===== config.mk =====
export PLATFORM = sky130hd
export DESIGN_NAME = branch_pc_unit
export DESIGN_NICKNAME = d
export VERILOG_FILES = /design/src/rtl/branch_pc_unit.sv
export SDC_FILE = /design/constraint.sdc
export NUM_CORES = 1
export LEC_CHECK = 0
export BUFFER_PORTS_ARGS = -buffer_cell sky130_fd_sc_hd__buf_2
export CELL_PAD_IN_SITES_DETAIL_PLACEMENT = 1
export CELL_PAD_IN_SITES_GLOBAL_PLACEMENT = 1
export CORE_MARGIN = 2
export CORE_UTILIZATION = 33
export DETAILED_ROUTE_END_ITERATION = 10
export PLACE_DENSITY_LB_ADDON = 0.25
export SLEW_MARGIN = 20
export SYNTH_ARGS = -nofsm -noshare
export SYNTH_HDL_FRONTEND = slang
export SYNTH_SLANG_ARGS = --single-unit

===== constraint.sdc =====
create_clock -name clk -period 2.6 [get_ports clk]
set_input_delay 0.13 -clock clk [delete_from_list [all_inputs] [get_ports clk]]
set_output_delay 0.13 -clock clk [all_outputs]
set_load 0.005 [all_outputs]

===== src/rtl/branch_pc_unit.sv =====
// Program counter and branch resolution for a 16-bit core: evaluates branch
// conditions against bypassed flags, selects the next PC and produces a flush pulse.
module branch_pc_unit #(
  parameter logic [15:0] RESET_PC = 16'h0000
) (
  input  logic        clk,
  input  logic        rst_n,
  input  logic        stall,
  input  logic [15:0] instr,
  input  logic [15:0] rs_data,
  input  logic [2:0]  flags_q,
  input  logic [2:0]  flag_wen,
  input  logic [2:0]  flag_in,
  output logic [15:0] pc_out,
  output logic [15:0] pc_plus2,
  output logic        taken,
  output logic        flush,
  output logic        halted
);

  // Handshake: none. The unit advances one instruction per cycle whenever
  // stall is low; stall=1 freezes the PC, the FSM and flush generation.

  typedef enum logic {
    ST_RUN    = 1'b0,
    ST_HALTED = 1'b1
  } state_t;

  localparam logic [3:0] OP_B   = 4'b1100;
  localparam logic [3:0] OP_BR  = 4'b1101;
  localparam logic [3:0] OP_HLT = 4'b1111;

  state_t      r_state;
  state_t      w_state_nxt;
  logic [15:0] r_pc;
  logic [15:0] w_pc_nxt;
  logic        r_flush;
  logic        w_flush_nxt;

  logic [3:0]  w_opcode;
  logic [2:0]  w_ccc;
  logic [8:0]  w_imm9;
  logic [2:0]  w_eff;
  logic        w_z;
  logic        w_v;
  logic        w_n;
  logic        w_cond;
  logic        w_is_branch;
  logic        w_is_hlt;
  logic [15:0] w_offset;
  logic [15:0] w_target;

  assign w_opcode = instr[15:12];
  assign w_ccc    = instr[11:9];
  assign w_imm9   = instr[8:0];

  // Flags written in this same cycle take precedence over the register copy.
  assign w_eff = (flag_wen & flag_in) | (~flag_wen & flags_q);
  assign w_z   = w_eff[2];
  assign w_v   = w_eff[1];
  assign w_n   = w_eff[0];

  always_comb begin
    w_cond = 1'b0;
    case (w_ccc)
      3'b000:  w_cond = ~w_z;
      3'b001:  w_cond = w_z;
      3'b010:  w_cond = ~w_z & ~w_n;
      3'b011:  w_cond = w_n;
      3'b100:  w_cond = w_z | ~w_n;
      3'b101:  w_cond = w_z | w_n;
      3'b110:  w_cond = w_v;
      default: w_cond = 1'b1;
    endcase
  end

  assign w_is_branch = (w_opcode == OP_B) || (w_opcode == OP_BR);
  assign w_is_hlt    = (w_opcode == OP_HLT);

  assign pc_plus2 = r_pc + 16'd2;
  assign w_offset = {{6{w_imm9[8]}}, w_imm9, 1'b0};
  assign w_target = (w_opcode == OP_BR) ? rs_data : (pc_plus2 + w_offset);

  assign taken = w_is_branch & w_cond & (r_state == ST_RUN);

  always_comb begin
    w_state_nxt = r_state;
    w_pc_nxt    = r_pc;
    w_flush_nxt = 1'b0;
    case (r_state)
      ST_RUN: begin
        if (!stall) begin
          w_flush_nxt = taken;
          if (taken) begin
            w_pc_nxt = w_target;
          end else if (w_is_hlt) begin
            // PC stays on the HLT so it reports where execution stopped.
            w_state_nxt = ST_HALTED;
          end else begin
            w_pc_nxt = pc_plus2;
          end
        end
      end
      default: begin
        w_state_nxt = ST_HALTED;
      end
    endcase
  end

  always_ff @(posedge clk or negedge rst_n) begin
    if (!rst_n) begin
      r_state <= ST_RUN;
      r_pc    <= RESET_PC;
      r_flush <= 1'b0;
    end else begin
      r_state <= w_state_nxt;
      r_pc    <= w_pc_nxt;
      r_flush <= w_flush_nxt;
    end
  end

  assign pc_out = r_pc;
  assign flush  = r_flush;
  assign halted = (r_state == ST_HALTED);

endmodule

==> results of run 1 <==
==> where the power goes <==
part	internal [mW]	leakage [nW]	switching [mW]
Combinational	1.62	1.47	1.62
Clock	0.136	0.0288	0.122
Sequential	0.397	0.217	0.155
Total	2.16	1.72	1.89
==> what timing repair did <==
| item | 4_1_cts | 5_1_grt |
|---|---|---|
| gates resized for setup | 39 | 33 |
| pin swaps | 17 | 15 |
| hold buffers | 1 | 0 |
| setup endpoints to repair | 9 | 11 |
| setup buffers | 8 | 4 |
| endpoints found under the hold margin | 18 | 0 |
==> kinds of logic (layout without fill, tap and decap cells) <==
family,count (synthesis),after routing,synth area share [%]
XOR/XNOR,19,19,8.214
flip-flops,18,18,20.54
adder cells (fa/ha/maj),19,19,11.18
buffers and inverters,21,162,4.108
multiplexers,8,8,3.822
AO/OA/AOI/OAI,87,87,28.92
AND/OR/NAND/NOR,101,101,23.22
==> final timing paths <==
kind | start | endpoint | slack, ns | cells after the start
min | rs_data[0] | pc_out[0]$_DFFE_PN0P_ | 0.07 | 2
max reg2reg | pc_out[1]$_DFFE_PN0P_ | pc_out[14]$_DFFE_PN0P_ | -0.21 | 12
max | pc_out[1]$_DFFE_PN0P_ | pc_out[14]$_DFFE_PN0P_ | -0.21 | 12
min reg2reg | pc_out[0]$_DFFE_PN0P_ | pc_out[0]$_DFFE_PN0P_ | 0.51 | 1
max in group asynchronous | rst_n | pc_out[3]$_DFFE_PN0P_ | 1.92 | 2
min in group asynchronous | rst_n | pc_out[9]$_DFFE_PN0P_ | 0.34 | 2
==> critical path: stages, from the launching register on <==
cell	delay (ns)
dfrtp_1	0.43
nand4_1	0.23
buf_4	0.23
nor3_4	0.22
buf_6	0.15
xor2_4	0.22
ha_4	0.25
buf_4	0.14
and3_4	0.17
o211a_1	0.15
o221ai_2	0.18
mux2i_1	0.22
a31oi_1	0.10
==> metrics by stage <==
| step | power (mW) | setup TNS [ns] | std cells | setup slack [ns] |
|---|---|---|---|---|
| 4_1_cts | 3.668 | -0.2270 | 487 | -0.07273 |
| 3_3_place_gp | 3.026 | -1.253 | 474 | -0.2487 |
| 3_5_place_dp | 3.099 | -2.001 | 474 | -0.3536 |
| 6_report | 4.051 | -1.256 | 491 | -0.2072 |
| 5_1_grt | 4.320 | -2.157 | 491 | -0.2947 |
| 2_1_floorplan | 1.897 | -0.08222 | 273 | -0.03557 |
==> per-layer routing <==
metal / track usage (%) / routed length (um) / share of wire (%) / vias to the layer above
met3: 1.925 / 389 / 4.0 / 13
met5: 0 / 0 / 0 / -
li1: - / - / - / 1314
met1: 34.59 / 4337 / 45 / 1399
met4: 6.638 / 150 / 1.5 / 0
met2: 43.68 / 4824 / 50 / 99
==> cell usage after synthesis, drive strengths merged (4+ instances only) <==
cell,n,area share [%]
a21oi,17,4.1
and2,5,1.4
o31ai,7,2.4
ha,18,10
xnor2,7,2.8
nor3,8,2.1
nand3,8,1.8
o21ai,15,3.6
nor2b,4,1.1
and3,6,1.7
mux2i,5,2.3
nand4,4,1.1
clkbuf,7,1.2
inv,12,2.1
or3,5,1.4
xor2,11,4.4
nor2,29,5.3
dfrtp,18,21
a211oi,10,3.4
nand2,22,3.8
==> cell type report <==
class | count | area, um^2 | area share [%]
well taps | 77 | 96.34 | 2.664
repair buffers | 146 | 910.9 | 25.19
inverters | 12 | 45.04 | 1.246
flip-flops and latches | 18 | 451.7 | 12.49
clock buffers | 4 | 55.05 | 1.522
multi-input cells | 234 | 2057 | 56.89
==> registers in the layout (all words and copies together) (netlist names) <==
register and flops:
flush 1, halted 1, pc_out 16
==> flow_summary.yaml, run 1 <==
routing:
  drc_errors: 0
  dr.pass1.iters: 4
  wl_per_cell_um: 19.76
  vias: 2825
  post_drt_via_cell_ratio: 5.754
  ant_nets: 0
  wirelength_mm: 9.701
  drt-initial-drc-count: 139
worst_setup_path:
  cp.required_ns: 2.76
  end_kind: "flop"
  path_class: "reg2reg"
  cp_data_arrival_time_ns: 2.97
  startpoint_type: "flop"
  crit_fanout: 4
global_routing:
  grt_pass1_wl_mm: 14.64
  grt_start_max_net_pins: 19
  grtUsageTotal_pct: 25.40
  overflow: 0
  antenna_found_initial: 0
  grt_pass1_vias: 2866
place:
  place.gp.congestion: 0.8624
  place_area_mm2: 0.003063
  io_buffers: 78
  dp_hpwl_mm: 6.874
power:
  max-vdd-ir-drop_v: 0.0005740
  power_leakage_nw: 1.719
  powerDensity_mw_per_mm2: 1120
sta:
  timing.hold.ws_ns: 0.06914
  tightestPinTransition_ns: 0.5508
  final_hold_viol_count: 0
  finalSetupViolations: 8
  setup_slack_ns: -0.2072
  max_freq_mhz: 356.2
  slew_violations: 0
  fin_crit_sh_pct: 108.0
  rsz0062_at_grt: "yes"
  finClkSkew_ns: 0.003552
  maxSlewHeadroom_pct: 63.19
  finalCriticalPeriod_ns: 2.807
hold_path:
  hold_path_class: "in2reg"
clocking:
  worst_skew_pair.late_latency_ns: 0.27
  cts_tree: "done"
  htreeDepth: 1
  cts_max_path_buffers: 2
  cts.clk_slew.worst_paths_ns: 0.08
  clock_sink_count: 18
  root_buffer: "clkbuf_8"
  cts_buffers: 3
finish:
  final_common_cell: "buf_2"
  postLayoutCoreUtil_pct: 56.62
  layout-drive-gt1-share_pct: 52.66
  num_antenna_cells: 0
  post-route-cell-area_mm2: 0.003616
  areaGrowthSynthToFinish_pct: 64.86
  final_cell_mix: "78 x buf_2, 65 x buf_4, 24 x nor2_1"
  n_fill_cell: 750
  final_nets: 478
synthesis:
  yosys_warnings: 0
  synth_flop_cell: "dfrtp_1"
  synth-async-reset-ratio_pct: 100.0
  syn_area_mm2: 0.002193
  synth_nets: 336
  syn_avg_cell_area_um2: 8.034
  synth_seq_cells: 18
  synth_cell_type_count: 61
  synth_cells: 273
  synth_seq_area_share_pct: 20.54
  synth_edf_count: 0
floorplanning:
  die_x_um: 85.53
  core_area_mm2: 0.006386
  io_pins: 79
  std_cell_rows: 29
  dieHeight_um: 85.53
  die_area_mm2: 0.007315
  start_util_pct: 34.35
status:
  violations: "negative setup slack"
  status: "finished, violations left"
job:
  maxCapViolations: 0
No activity file was read; power rests on OpenSTA's default activity.
==> run 2: changes to the inputs <==
--- a/constraint.sdc
+++ b/constraint.sdc
@@ -3,2 +3,2 @@
 set_output_delay 0.13 -clock clk [all_outputs]
-set_load 0.005 [all_outputs]
+set_load 0.02 [all_outputs]
==> run 2 against run 1 <==
The flow still finishes with violations (negative setup slack). Power up 22%. Critical endpoint unchanged. Highest routed layer unchanged. Via count rose by 4.2%. Largest power group unchanged. Largest cell class unchanged. Maximum frequency fell by 0.89%. Count of clock-buffer cells in the layout unchanged. Sequential share of layout area decreased by 0.48 points. Global-route usage fell by 0.36 points. Hold slack got worse by 0.0034 ns. Non-clock buffer count rose by 8. Clock power shrank 2%.
==> flow_summary.yaml, run 2 (synthesis results as in run 1) <==
sta:
  max_freq_mhz: 353.1
  final_hold_viol_count: 0
  setup_slack_ns: -0.2323
  slew_violations: 0
  setup_tns_ns: -1.293
  rsz0062_at_grt: "yes"
  finalSetupViolations: 8
  finClkSkew_ns: 0.005786
  maxSlewHeadroom_pct: 58.64
  fin_crit_sh_pct: 108.9
  tightestPinTransition_ns: 0.6189
  finalCriticalPeriod_ns: 2.832
place:
  dpl.cell_count: 474
  place.gp.congestion: 0.8203
  dp_hpwl_mm: 6.856
  pre_cts_ws_ns: -0.2361
  io_buffers: 78
finish:
  largest_reg_flops: 16
  layout-drive-gt1-share_pct: 59.48
  stdcell_count: 499
  final_nets: 486
  final_cell_mix: "78 x buf_2, 70 x buf_4, 20 x nor2_1"
  num_antenna_cells: 0
  postLayoutCoreUtil_pct: 60.03
  areaGrowthSynthToFinish_pct: 74.79
  final_common_cell: "buf_2"
worst_setup_path:
  cp_data_arrival_time_ns: 2.98
  path_class: "reg2reg"
  startpoint_type: "flop"
  slowest_stage: "dfrtp_2"
  max_stage_delay_ns: 0.44
  cp_common_cell: "ha_4"
  crit_fanout: 4
  crit_chain: "buf_6 > ha_4 > and3_4 > xnor2_4 > ha_4 > buf_4 > o211ai_1 > nand2_2 > o211a_1 > o221ai_2 > mux2i_1 > a31oi_1"
  cp.required_ns: 2.75
  end_kind: "flop"
clocking:
  cts_tree: "done"
  root_buffer: "clkbuf_8"
  cts_buffers: 3
  htreeDepth: 1
  worst_skew_pair.late_latency_ns: 0.27
  cts.clk_slew.worst_paths_ns: 0.08
  clock_sink_count: 18
  cts_max_path_buffers: 2
power:
  finalPower_mw: 4.948
  seqPwrFrac_pct: 11.6
  clockPowerShare_pct: 5.1
  max-vdd-ir-drop_v: 0.0007483
  power_leakage_nw: 1.783
  powerDensity_mw_per_mm2: 1291
  power_frac_comb_pct: 83.3
  switching_share_pct: 50.69
  intPower_mw: 2.440
  p_sw_mw: 2.508
global_routing:
  antenna_found_initial: 0
  grt_start_max_net_pins: 19
  overflow: 0
  grt_pass1_wl_mm: 14.54
  grtUsageTotal_pct: 25.04
  grt_pass1_vias: 2889
floorplanning:
  dieHeight_um: 85.53
  io_pins: 79
  std_cell_rows: 29
  die_area_mm2: 0.007315
  core_area_mm2: 0.006386
  start_util_pct: 34.35
  die_x_um: 85.53
hold_path:
  hold_path_class: "in2reg"
routing:
  drc_errors: 0
  drt-initial-drc-count: 146
  wl_per_cell_um: 22.70
  vias: 2944
  dr.pass1.iters: 4
  post_drt_via_cell_ratio: 5.900
  wirelength_mm: 11.33
  ant_nets: 0
status:
  violations: "negative setup slack"
  status: "finished, violations left"
job:
  maxCapViolations: 0
run 2: cell count changes in the layout (fill, tap and decap cells not counted), sizes merged:
| cell | delta |
|---|---|
| buf | +8 |
run 2: cell type report:
cell class	count	area, um^2
tap	77	96.34
inverter	12	45.04
timing repair buffer	154	991.0
multi-input combinational	234	2186
sequential	18	460.4
fill	745	2552
clock buffer	4	55.05
run 2: worst max-delay path, delay by kind of cell (launching register included):
kind / cells / cell delay (ns)
AOI/OAI and AO/OA: 4 / 0.70
xor gates and xnor gates: 1 / 0.25
adders and majority gates: 2 / 0.42
and+or+nand+nor: 2 / 0.34
buffers and inverters: 2 / 0.27
DFF: 1 / 0.44
muxes: 1 / 0.27
run 2: worst paths after layout:
| kind | startpoint | endpoint | slack (ns) | cells past startpoint |
|---|---|---|---|---|
| worst max-delay path | pc_out[1]$_DFFE_PN0P_ | pc_out[14]$_DFFE_PN0P_ | -0.23 | 12 |
| worst min-delay path | stall | halted$_DFF_PN0_ | 0.07 | 2 |
| worst max register to register | pc_out[1]$_DFFE_PN0P_ | pc_out[14]$_DFFE_PN0P_ | -0.23 | 12 |
| worst min register to register | halted$_DFF_PN0_ | halted$_DFF_PN0_ | 0.53 | 1 |
| max in group asynchronous | rst_n | pc_out[9]$_DFFE_PN0P_ | 1.89 | 2 |
| min in group asynchronous | rst_n | pc_out[8]$_DFFE_PN0P_ | 0.36 | 2 |
run 2: what timing repair did:
item                       in CTS  in global routing
resized for setup              28                 51
setup endpoints to repair       9                 11
hold endpoints to repair       18                  0
hold buffers                    1                  0
buffers inserted                6                 14
pin swaps                      16                 42
run 2: through the flow:
step	cell area, um^2	hold WS [ns]
global placement	3227	0.1006
detailed placement	3227	0.1034
CTS	3462	0.07416
finish	3834	0.06573
global route	3834	0.07781
floorplan	2380	-0.1656
run 2: per-layer routing:
| layer | share of wire [%] | global-route usage, % | wire length [um] |
|---|---|---|---|
| met1 | 43 | 34.33 | 4855 |
| met4 | 2.1 | 6.061 | 241 |
| met3 | 4.9 | 2.599 | 554 |
| met5 | 0 | 0 | 0 |
| met2 | 50 | 42.47 | 5676 |
run 2: power groups by stage:
stage	clock network [mW]	logic (mW)	registers, mW
detailed placement	0	3.04	0.565
CTS	0.246	3.29	0.557
finish	0.252	4.12	0.574
floorplan	0	1.62	0.747
global placement	0	2.97	0.553
global route	0.258	4.33	0.590
==> run 3: changes to the inputs <==
Settings changed: SETUP_SLACK_MARGIN set to 0.2.
==> run 3 against run 2 <==
The run still ends with negative setup slack left. Die area is the same. First-iteration DRC count up 2.7%. Non-clock buffer count fell by 1. Power grew 2.1%. Hold slack improved by 0.0041 ns. Design area up 1.8%. Clock skew rose by 0.0013 ns. Via count fell by 0.24%. Global-route usage rose by 3.5 points. Maximum frequency rose by 4.2%. Critical path depth unchanged.
==> flow_summary.yaml, run 3 (synthesis results as in run 1) <==
place:
  place.gp.congestion: 0.8144
  pre_cts_ws_ns: -0.3367
  io_buffers: 78
  place_area_mm2: 0.003202
  dp_hpwl_mm: 6.792
routing:
  drc_errors: 0
  vias: 2937
  wl_met3_um: 488
  drt-initial-drc-count: 150
  met1Wirelength_mm: 4.774
  ant_nets: 0
  wirelength_mm: 11.32
  top_layer: "met4"
  post_drt_via_cell_ratio: 5.898
  wl_per_cell_um: 22.72
  dr.pass1.iters: 4
  wl_met2_mm: 5.747
global_routing:
  grt_pass1_wl_mm: 16.41
  antenna_found_initial: 0
  grt_pass1_vias: 3106
  grt_start_max_net_pins: 19
  grtUsageTotal_pct: 28.53
  overflow: 0
sta:
  maxSlewHeadroom_pct: 57.26
  rsz0062_at_grt: "yes"
  finalCriticalPeriod_ns: 2.718
  slew_violations: 0
  finClkSkew_ns: 0.007038
  tightestPinTransition_ns: 0.6396
  setup_tns_ns: -0.4652
  fin_crit_sh_pct: 104.5
  final_hold_viol_count: 0
  setup_slack_ns: -0.1179
  max_freq_mhz: 367.9
  finalSetupViolations: 6
clocking:
  cts_buffers: 3
  cts.clk_slew.worst_paths_ns: 0.08
  worst_skew_pair.late_latency_ns: 0.27
  clock_sink_count: 18
  root_buffer: "clkbuf_8"
  cts_max_path_buffers: 2
  cts_tree: "done"
  htreeDepth: 1
worst_setup_path:
  startpoint_type: "flop"
  crit_chain: "nand4_1 > buf_4 > nor2_4 > nand2_1 > xnor2_2 > ha_4 > a21oi_2 > o21ai_4 > o21ai_2 > a211oi_2 > a211oi_2 > a211oi_2"
  path_class: "reg2reg"
  end_kind: "flop"
  cpLargestDelayFamily: "compound AO/OA/AOI/OAI gates"
  crit_fanout: 4
  cp_data_arrival_time_ns: 2.86
  cp_common_cell: "a211oi_2"
  cp.required_ns: 2.75
  critPathBufInv: 1
  max_stage_delay_ns: 0.40
  slowest_stage: "dfrtp_2"
floorplanning:
  dieHeight_um: 85.53
  core_area_mm2: 0.006386
  die_area_mm2: 0.007315
  io_pins: 79
  die_x_um: 85.53
  start_util_pct: 34.35
  std_cell_rows: 29
finish:
  final_common_cell: "buf_2"
  post-route-cell-area_mm2: 0.003904
  postLayoutCoreUtil_pct: 61.13
  final_cell_mix: "78 x buf_2, 68 x buf_4, 22 x nor2_1"
  layout-drive-gt1-share_pct: 58.91
  largest_reg_flops: 16
  final_nets: 485
  num_antenna_cells: 0
  n_fill_cell: 738
  areaGrowthSynthToFinish_pct: 77.98
hold_path:
  hold_path_class: "in2reg"
power:
  powerDensity_mw_per_mm2: 1294
  power_leakage_nw: 1.792
  finalPower_mw: 5.051
  max-vdd-ir-drop_v: 0.0009075
status:
  violations: "negative setup slack"
  status: "finished, violations left"
job:
  maxCapViolations: 0
[run 3: changes by cell type in the layout (fill, tap and decap cells not counted), moves of 2 or more]
| cell | before | now |
|---|---|---|
| nor2_1 | 20 | 22 |
| a21oi_4 | 3 | 0 |
| ha_4 | 8 | 12 |
| ha_2 | 2 | 0 |
| nand3_2 | 3 | 1 |
| a21oi_2 | 5 | 7 |
| ha_1 | 8 | 6 |
| buf_4 | 70 | 68 |
| xnor2_2 | 5 | 3 |
| nand2_2 | 5 | 3 |
| o21ai_2 | 5 | 2 |
| nand3_4 | 1 | 3 |
| o21ai_4 | 1 | 3 |
| nor2_2 | 6 | 3 |
[run 3: worst register-to-register path: stages, from the launching register on]
cell	delay, ns
dfrtp_2	0.40
nand4_1	0.14
buf_4	0.19
nor2_4	0.12
nand2_1	0.10
xnor2_2	0.26
ha_4	0.28
a21oi_2	0.23
o21ai_4	0.12
o21ai_2	0.23
a211oi_2	0.10
a211oi_2	0.28
a211oi_2	0.12
[run 3: final cells by class]
cell class	count	area, um^2	share of cell area (%)
tap	77	96.34	2.468
sequential	18	460.4	11.79
clock buffer	4	55.05	1.410
inverter	12	45.04	1.154
timing repair buffer	153	987.2	25.29
multi-input combinational	234	2260	57.88
[run 3: timing repair]
| item | 4_1_cts | 5_1_grt |
|---|---|---|
| setup endpoints to repair | 11 | 11 |
| hold buffers | 1 | 0 |
| cloned | 0 | 0 |
| setup buffers | 19 | 4 |
| pin swaps | 29 | 11 |
| endpoints found under the hold margin | 18 | 0 |
| resized for setup | 60 | 23 |
[run 3: per-stage QoR]
step	hold slack (ns)	instances
after CTS	0.06866	494
final	0.06978	498
after global placement	0.09735	470
after detailed placement	0.1064	470
after floorplan	-0.1656	273
after global routing	0.07489	498
[run 3: worst paths after layout]
| kind | startpoint | to | slack (ns) | cells past startpoint |
|---|---|---|---|---|
| max in group asynchronous | rst_n | pc_out[7]$_DFFE_PN0P_ | 1.91 | 2 |
| hold / removal | stall | halted$_DFF_PN0_ | 0.07 | 2 |
| min in group asynchronous | rst_n | pc_out[8]$_DFFE_PN0P_ | 0.34 | 2 |
| setup / recovery | pc_out[2]$_DFFE_PN0P_ | pc_out[13]$_DFFE_PN0P_ | -0.12 | 12 |
| hold reg to reg | pc_out[0]$_DFFE_PN0P_ | pc_out[0]$_DFFE_PN0P_ | 0.52 | 1 |
| setup reg to reg | pc_out[2]$_DFFE_PN0P_ | pc_out[13]$_DFFE_PN0P_ | -0.12 | 12 |
[run 3: metal layers]
metal / up-vias / track usage, %
met4: 0 / 11.83
met2: 100 / 49.08
met1: 1491 / 35.92
met3: 24 / 3.850
li1: 1322 / -
met5: - / 0
[run 3: report_power, final]
part,leakage [nW],switching [mW],total (mW),internal [mW]
Clock,0.0288,0.113,0.249,0.135
Combinational,1.55,2.31,4.25,1.94
Sequential,0.209,0.141,0.550,0.409
